$ cat config.mk
export PLATFORM = sky130hd
export DESIGN_NAME = pipe_hazard_ctrl_flat
export DESIGN_NICKNAME = d
export VERILOG_FILES = /design/src/rtl/pipe_hazard_ctrl_if.sv /design/src/rtl/pipe_hazard_ctrl.sv /design/src/flat_wrapper.sv
export SDC_FILE = /design/constraint.sdc
export NUM_CORES = 1
export LEC_CHECK = 0
export ABC_AREA = 1
export ABC_CLOCK_PERIOD_IN_PS = 2100
export CORE_AREA = 4 4 89 91
export DETAILED_ROUTE_END_ITERATION = 10
export DIE_AREA = 0 0 93 95
export SLEW_MARGIN = 20
export SYNTH_ARGS = -nofsm -noshare
export SYNTH_HDL_FRONTEND = slang
export SYNTH_SLANG_ARGS = --single-unit
$ cat constraint.sdc
create_clock -name clk -period 2.1 [get_ports clk]
set_input_delay 0.21 -clock clk [delete_from_list [all_inputs] [get_ports clk]]
set_output_delay 0.21 -clock clk [all_outputs]
set_load 0.005 [all_outputs]
$ cat src/rtl/pipe_hazard_ctrl_if.sv
// Bundle of pipeline hazard-control signals between the datapath (master) and
// the hazard controller (slave).
interface pipe_hazard_ctrl_if #(
    parameter int STALL_W = 16
);
    logic [4:0]         id_rs;
    logic [4:0]         id_rt;
    logic               id_uses_rt;
    logic               ex_MemRead;
    logic [4:0]         ex_writeReg;
    logic               branch_taken;
    logic               mem_req;
    logic               dmem_ready;
    logic               pc_en;
    logic               ifid_en;
    logic               ifid_flush;
    logic               idex_flush;
    logic               exmem_en;
    logic               memwb_en;
    logic               memwb_bubble;
    logic               err;
    logic [STALL_W-1:0] stall_cycles;

    modport master (
        output id_rs, id_rt, id_uses_rt, ex_MemRead, ex_writeReg,
               branch_taken, mem_req, dmem_ready,
        input  pc_en, ifid_en, ifid_flush, idex_flush, exmem_en,
               memwb_en, memwb_bubble, err, stall_cycles
    );

    modport slave (
        input  id_rs, id_rt, id_uses_rt, ex_MemRead, ex_writeReg,
               branch_taken, mem_req, dmem_ready,
        output pc_en, ifid_en, ifid_flush, idex_flush, exmem_en,
               memwb_en, memwb_bubble, err, stall_cycles
    );
endinterface

$ cat src/rtl/pipe_hazard_ctrl.sv
// Five-stage pipeline hazard controller: load-use stalls, branch flushes,
// data-memory wait freezes with timeout, and a saturating stall counter.
module pipe_hazard_ctrl #(
    parameter int TIMEOUT = 15,
    parameter int STALL_W = 16
) (
    input logic               clk,
    input logic               rst_n,
    pipe_hazard_ctrl_if.slave hz
);
    localparam int CNT_W = (TIMEOUT < 1) ? 1 : $clog2(TIMEOUT + 1);

    typedef enum logic [1:0] {RUN, MEM_WAIT, ERR} state_t;

    state_t             r_state;
    logic [CNT_W-1:0]   r_wait_cnt;
    logic [STALL_W-1:0] r_stall;

    logic w_lu;
    logic w_mem_wait;
    logic w_pc_en, w_ifid_en, w_ifid_flush, w_idex_flush;
    logic w_exmem_en, w_memwb_en, w_memwb_bubble;

    always_comb begin
        w_lu = hz.ex_MemRead && (hz.ex_writeReg != 5'd0) &&
               ((hz.ex_writeReg == hz.id_rs) ||
                (hz.id_uses_rt && (hz.ex_writeReg == hz.id_rt)));
        // In MEM_WAIT the access is already outstanding, so mem_req is not re-examined
        w_mem_wait = !hz.dmem_ready &&
                     ((r_state == MEM_WAIT) || ((r_state == RUN) && hz.mem_req));
    end

    always_comb begin
        w_pc_en        = 1'b1;
        w_ifid_en      = 1'b1;
        w_ifid_flush   = 1'b0;
        w_idex_flush   = 1'b0;
        w_exmem_en     = 1'b1;
        w_memwb_en     = 1'b1;
        w_memwb_bubble = 1'b0;
        if (!rst_n || (r_state == ERR)) begin
            w_pc_en        = 1'b0;
            w_ifid_en      = 1'b0;
            w_exmem_en     = 1'b0;
            w_memwb_en     = 1'b0;
            w_memwb_bubble = 1'b1;
        end else if (w_mem_wait) begin
            w_pc_en        = 1'b0;
            w_ifid_en      = 1'b0;
            w_exmem_en     = 1'b0;
            w_memwb_bubble = 1'b1;
        end else if (w_lu) begin
            w_pc_en      = 1'b0;
            w_ifid_en    = 1'b0;
            w_idex_flush = 1'b1;
        end else if (hz.branch_taken) begin
            w_ifid_flush = 1'b1;
        end
    end

    always_ff @(posedge clk or negedge rst_n) begin
        if (!rst_n) begin
            r_state    <= RUN;
            r_wait_cnt <= '0;
        end else begin
            case (r_state)
                RUN: begin
                    if (w_mem_wait) begin
                        r_state    <= MEM_WAIT;
                        r_wait_cnt <= CNT_W'(1);
                    end
                end
                MEM_WAIT: begin
                    if (hz.dmem_ready) begin
                        r_state    <= RUN;
                        r_wait_cnt <= '0;
                    end else if (r_wait_cnt >= CNT_W'(TIMEOUT)) begin
                        r_state <= ERR;
                    end else begin
                        r_wait_cnt <= r_wait_cnt + CNT_W'(1);
                    end
                end
                default: r_state <= ERR;
            endcase
        end
    end

    always_ff @(posedge clk or negedge rst_n) begin
        if (!rst_n) begin
            r_stall <= '0;
        end else if (!w_pc_en && (r_stall != {STALL_W{1'b1}})) begin
            r_stall <= r_stall + STALL_W'(1);
        end
    end

    assign hz.pc_en        = w_pc_en;
    assign hz.ifid_en      = w_ifid_en;
    assign hz.ifid_flush   = w_ifid_flush;
    assign hz.idex_flush   = w_idex_flush;
    assign hz.exmem_en     = w_exmem_en;
    assign hz.memwb_en     = w_memwb_en;
    assign hz.memwb_bubble = w_memwb_bubble;
    assign hz.err          = (r_state == ERR);
    assign hz.stall_cycles = r_stall;

endmodule

$ cat src/flat_wrapper.sv
// flat-port wrapper written by rule: the top's interface ports become plain ports
module pipe_hazard_ctrl_flat 
#(
    parameter int TIMEOUT = 15,
    parameter int STALL_W = 16
)
  (clk, rst_n, hz_id_rs, hz_id_rt, hz_id_uses_rt, hz_ex_MemRead, hz_ex_writeReg, hz_branch_taken, hz_mem_req, hz_dmem_ready, hz_pc_en, hz_ifid_en, hz_ifid_flush, hz_idex_flush, hz_exmem_en, hz_memwb_en, hz_memwb_bubble, hz_err, hz_stall_cycles);
  pipe_hazard_ctrl_if #(.STALL_W(STALL_W)) hz_i ();
  input logic clk;
  input logic rst_n;
  input wire logic [$bits(hz_i.id_rs)-1:0] hz_id_rs;
  input wire logic [$bits(hz_i.id_rt)-1:0] hz_id_rt;
  input wire logic [$bits(hz_i.id_uses_rt)-1:0] hz_id_uses_rt;
  input wire logic [$bits(hz_i.ex_MemRead)-1:0] hz_ex_MemRead;
  input wire logic [$bits(hz_i.ex_writeReg)-1:0] hz_ex_writeReg;
  input wire logic [$bits(hz_i.branch_taken)-1:0] hz_branch_taken;
  input wire logic [$bits(hz_i.mem_req)-1:0] hz_mem_req;
  input wire logic [$bits(hz_i.dmem_ready)-1:0] hz_dmem_ready;
  output wire logic [$bits(hz_i.pc_en)-1:0] hz_pc_en;
  output wire logic [$bits(hz_i.ifid_en)-1:0] hz_ifid_en;
  output wire logic [$bits(hz_i.ifid_flush)-1:0] hz_ifid_flush;
  output wire logic [$bits(hz_i.idex_flush)-1:0] hz_idex_flush;
  output wire logic [$bits(hz_i.exmem_en)-1:0] hz_exmem_en;
  output wire logic [$bits(hz_i.memwb_en)-1:0] hz_memwb_en;
  output wire logic [$bits(hz_i.memwb_bubble)-1:0] hz_memwb_bubble;
  output wire logic [$bits(hz_i.err)-1:0] hz_err;
  output wire logic [$bits(hz_i.stall_cycles)-1:0] hz_stall_cycles;
  assign hz_i.id_rs = hz_id_rs;
  assign hz_i.id_rt = hz_id_rt;
  assign hz_i.id_uses_rt = hz_id_uses_rt;
  assign hz_i.ex_MemRead = hz_ex_MemRead;
  assign hz_i.ex_writeReg = hz_ex_writeReg;
  assign hz_i.branch_taken = hz_branch_taken;
  assign hz_i.mem_req = hz_mem_req;
  assign hz_i.dmem_ready = hz_dmem_ready;
  assign hz_pc_en = hz_i.pc_en;
  assign hz_ifid_en = hz_i.ifid_en;
  assign hz_ifid_flush = hz_i.ifid_flush;
  assign hz_idex_flush = hz_i.idex_flush;
  assign hz_exmem_en = hz_i.exmem_en;
  assign hz_memwb_en = hz_i.memwb_en;
  assign hz_memwb_bubble = hz_i.memwb_bubble;
  assign hz_err = hz_i.err;
  assign hz_stall_cycles = hz_i.stall_cycles;
  pipe_hazard_ctrl #(.TIMEOUT(TIMEOUT), .STALL_W(STALL_W)) u_core (.clk(clk), .rst_n(rst_n), .hz(hz_i));
endmodule
==> summary.txt <==
Synth
  • Post-synthesis compound-gate area fraction: 3.13%
  • Post-synthesis sequential area ratio: 34.5%
  • Post-synth EDFFs: 0
  • Largest family of logic cells by synthesized area: simple AND/OR/NAND/NOR gates
  • Largest area contributor in the netlist: dfrtp_1
  • Syn nets: 266
  • Synth cell count leaders: nand2_1 (88), inv_1 (33), nand3_1 (27)
  • Primary FF master, synth: dfrtp_1
  • Synth warn: 0
  • Post-synthesis xor/xnor area fraction: 7.13%
  • Main area contributors after synthesis: dfrtp_1 (34%), nand2_1 (21%), nand3_1 (8.5%)
  • Avg Cell Area, Syn: 6.60 um^2
  • Flops & latches, synth: 22
  • Synth unique cells: 25
  • Post-Synth Adder-Cell Area: 1.57%
  • Cell with the most instances after synthesis: nand2_1
  • Simple-gate area share of the yosys netlist: 43.7%
  • Area share of the largest cell type after synthesis: 34.5%
  • Async set-or-reset flop fraction in the synthesized netlist: 100%
  • Syn Inst Count: 242
  • Mux cell area share after synthesis: 0%
  • Mapped cell area: 1600 um^2

Placement
  • Dpl ws: -0.0120 ns
  • I/O Buffers: 45
  • Area post-placement: 2160 um^2
  • Routability cong.: 0.873
  • DP HPWL: 3210 um

Global routing
  • GRT overflow: 0
  • Number of global-route vias before repair: 1517
  • First-pass GRT wire length: 6700 um
  • Pin count of the biggest net entering global routing: 23
  • Total track usage: 9.28%
  • Antenna violations before repair: 0

STA
  • Fin Setup TNS: 0 ns
  • Hold Fails Final Rpt: 0
  • Clock period minus worst slack: 1.99 ns
  • Final worst setup slack: 0.109 ns
  • Worst Tran Pin Value: 0.294 ns
  • Fmax: 502 MHz
  • RSZ-0062 raised after global routing: yes
  • Period utilization: 94.8%
  • Final setup viols: 0
  • Worst-case clock skew: 0.0129 ns
  • Pins Over Slew Limit: 0
  • Max transition margin: 80.4%

Route
  • Initial DRC Count: 63
  • Wirelength per Cell: 10.4 um
  • Vias per inst: 4.15
  • Antenna Nets Post-Route: 0
  • DRC viols: 0
  • Pre-antenna DRT Iters: 4
  • Via count: 1615
  • Routed Wire Length: 4040 um

Power
  • Pleak: 1.16 nW
  • Maximum vdd drop: 0.230 mV
  • Cell Pwr Density: 656 nW/um^2

Die
  • Core Area: 7140 um^2
  • Starting Density: 22.4%
  • Die width: 93 um
  • Die height: 95 um
  • Die area: 8840 um^2
  • I/O pin total: 46
  • Core Rows: 31

CTS
  • Cts bufs inserted: 3
  • Clock Path Buffers: 2
  • CTS tree: done
  • Clock transition at path regs: 0.09 ns
  • H-tree Lvls: 1
  • Clk sinks: 22
  • Worst skew pair latency: 0.27 ns
  • Root Driver: clkbuf_8
  • Hold_buf cts: 0

Outcome
  • Status: finished, final reports clean

Setup path
  • CP bufs+invs: 4
  • CP Cell Sequence: clkdlybuf4s50_1, inv_1, nand2_1, a21oi_1, nor2_2, inv_1, nor2_1, clkdlybuf4s50_1
  • Crit end category: primary output
  • Worst Path Required: 1.89 ns
  • Crit-path leading delay family: buffers and inverters
  • Biggest cell delay along the critical path: 0.51 ns
  • CP arrival: 1.78 ns
  • Startpoint Class: primary input
  • CP max-delay cell: clkdlybuf4s50_1
  • Worst-path fanout max: 3
  • Setup CP Type: primary input to primary output

Cells and area
  • Filler cells: 805
  • Multi-input logic area: 891 um^2
  • NumNets Final: 315
  • Area grow syn2layout: 41.6%
  • Final Cell Area: 2260 um^2
  • Fraction of layout cells with a size suffix above 1: 8.97%
  • Ant diodes: 0
  • Register Area: 551 um^2

Worst hold path
  • Worst Hold Class: primary input to async pin

Job
  • MaxCap Viol Count: 0
[cells in the final DEF (no fill, tap or decap)]
master / count
clkbuf_8: 3
nand3_4: 1
o21ai_1: 2
bufinv_16: 1
nor2_2: 4
nand3_2: 1
nor2_1: 20
xor2_1: 9
or2_2: 1
nor2_4: 2
nor3_2: 1
dlymetal6s2s_1: 8
nand2_4: 1
nand3_1: 27
dfrtp_1: 22
nor3_1: 4
nand4_1: 3
nand2_2: 2
inv_1: 29
nand2_1: 88
a21oi_1: 2
o21ai_0: 6
ha_1: 2
nand3b_1: 1
inv_2: 6
buf_4: 3
xnor2_1: 4
clkdlybuf4s50_1: 37
[state kept, by name, indices dropped and copies added (netlist names)]
signal / flops
u_core.hz.stall_cycles: 16
u_core.r_state: 2
u_core.r_wait_cnt: 4
[path summary, 6_finish.rpt]
check / start / to / slack [ns] / depth (start not counted)
max: hz_dmem_ready / hz_idex_flush / 0.11 / 8
min: rst_n / u_core.hz.stall_cycles[0] / 0.39 / 2
max reg2reg: u_core.hz.stall_cycles[0] / u_core.hz.stall_cycles[5] / 0.32 / 9
min reg2reg: u_core.r_state[1] / u_core.r_state[1] / 0.50 / 2
max in group asynchronous: rst_n / u_core.r_wait_cnt[1] / 1.46 / 2
min in group clk: u_core.r_state[1] / u_core.r_state[1] / 0.50 / 2
[kinds of logic after synthesis]
| kind of cell | count (synthesis) |
|---|---|
| AOI/OAI and AO/OA | 10 |
| adders and majority gates | 2 |
| and+or+nand+nor | 156 |
| xor gates and xnor gates | 13 |
| buffers and inverters | 39 |
| DFF | 22 |
[metal layers]
metal	share of wire, %	global-route usage (%)	vias to the layer above	wire [um]
met4	0.27	1.71	0	11
met2	50	16.8	27	2030
met3	4.8	2.47	2	194
li1	-	-	846	-
met5	0	0	-	0
met1	45	11.1	740	1810
[final cells by class]
class                           count  share of cell area [%]
Multi-Input combinational cell    181                    39.4
Inverter                           35                    5.81
Sequential cell                    22                    24.3
Timing Repair Buffer               48                    21.8
Clock inverter                      1                    1.33
Clock buffer                        3                    1.83
Tap cell                           99                    5.48
[power breakdown]
part	total (W)	switching, W	internal (W)
clock network	0.000403	0.000148	0.000255
registers	0.000602	0.000113	0.000489
logic	0.000477	0.000217	0.000260
[stage by stage]
| step | total power, W | utilization, % | cells | hold WS (ns) |
|---|---|---|---|---|
| final | 0.00148 | 31.7 | 389 | 0.393 |
| after detailed placement | 0.00109 | 30.2 | 384 | 0.473 |
| after CTS | 0.00151 | 31.2 | 388 | 0.393 |
| after global placement | 0.00108 | 30.2 | 384 | 0.469 |
| after global routing | 0.00157 | 31.7 | 389 | 0.425 |
| after floorplan | 0.000842 | - | 242 | -0.0856 |
[timing repair]
action,in CTS,in global routing
pin swaps,0,4
setup endpoints to repair,2,4
buffers inserted,0,1
resized for setup,1,15
[worst reg2reg max path, cell delays in order (launching register included)]
cell and delay (ns):
dfrtp_1 0.44, ha_1 0.24, nand2_1 0.12, nor2_4 0.17
nand2_2 0.08, nor2_4 0.10, nand3_4 0.20, nand2_4 0.24
nand2_1 0.07, nand2_1 0.06
No activity file was read; power rests on OpenSTA's default activity.
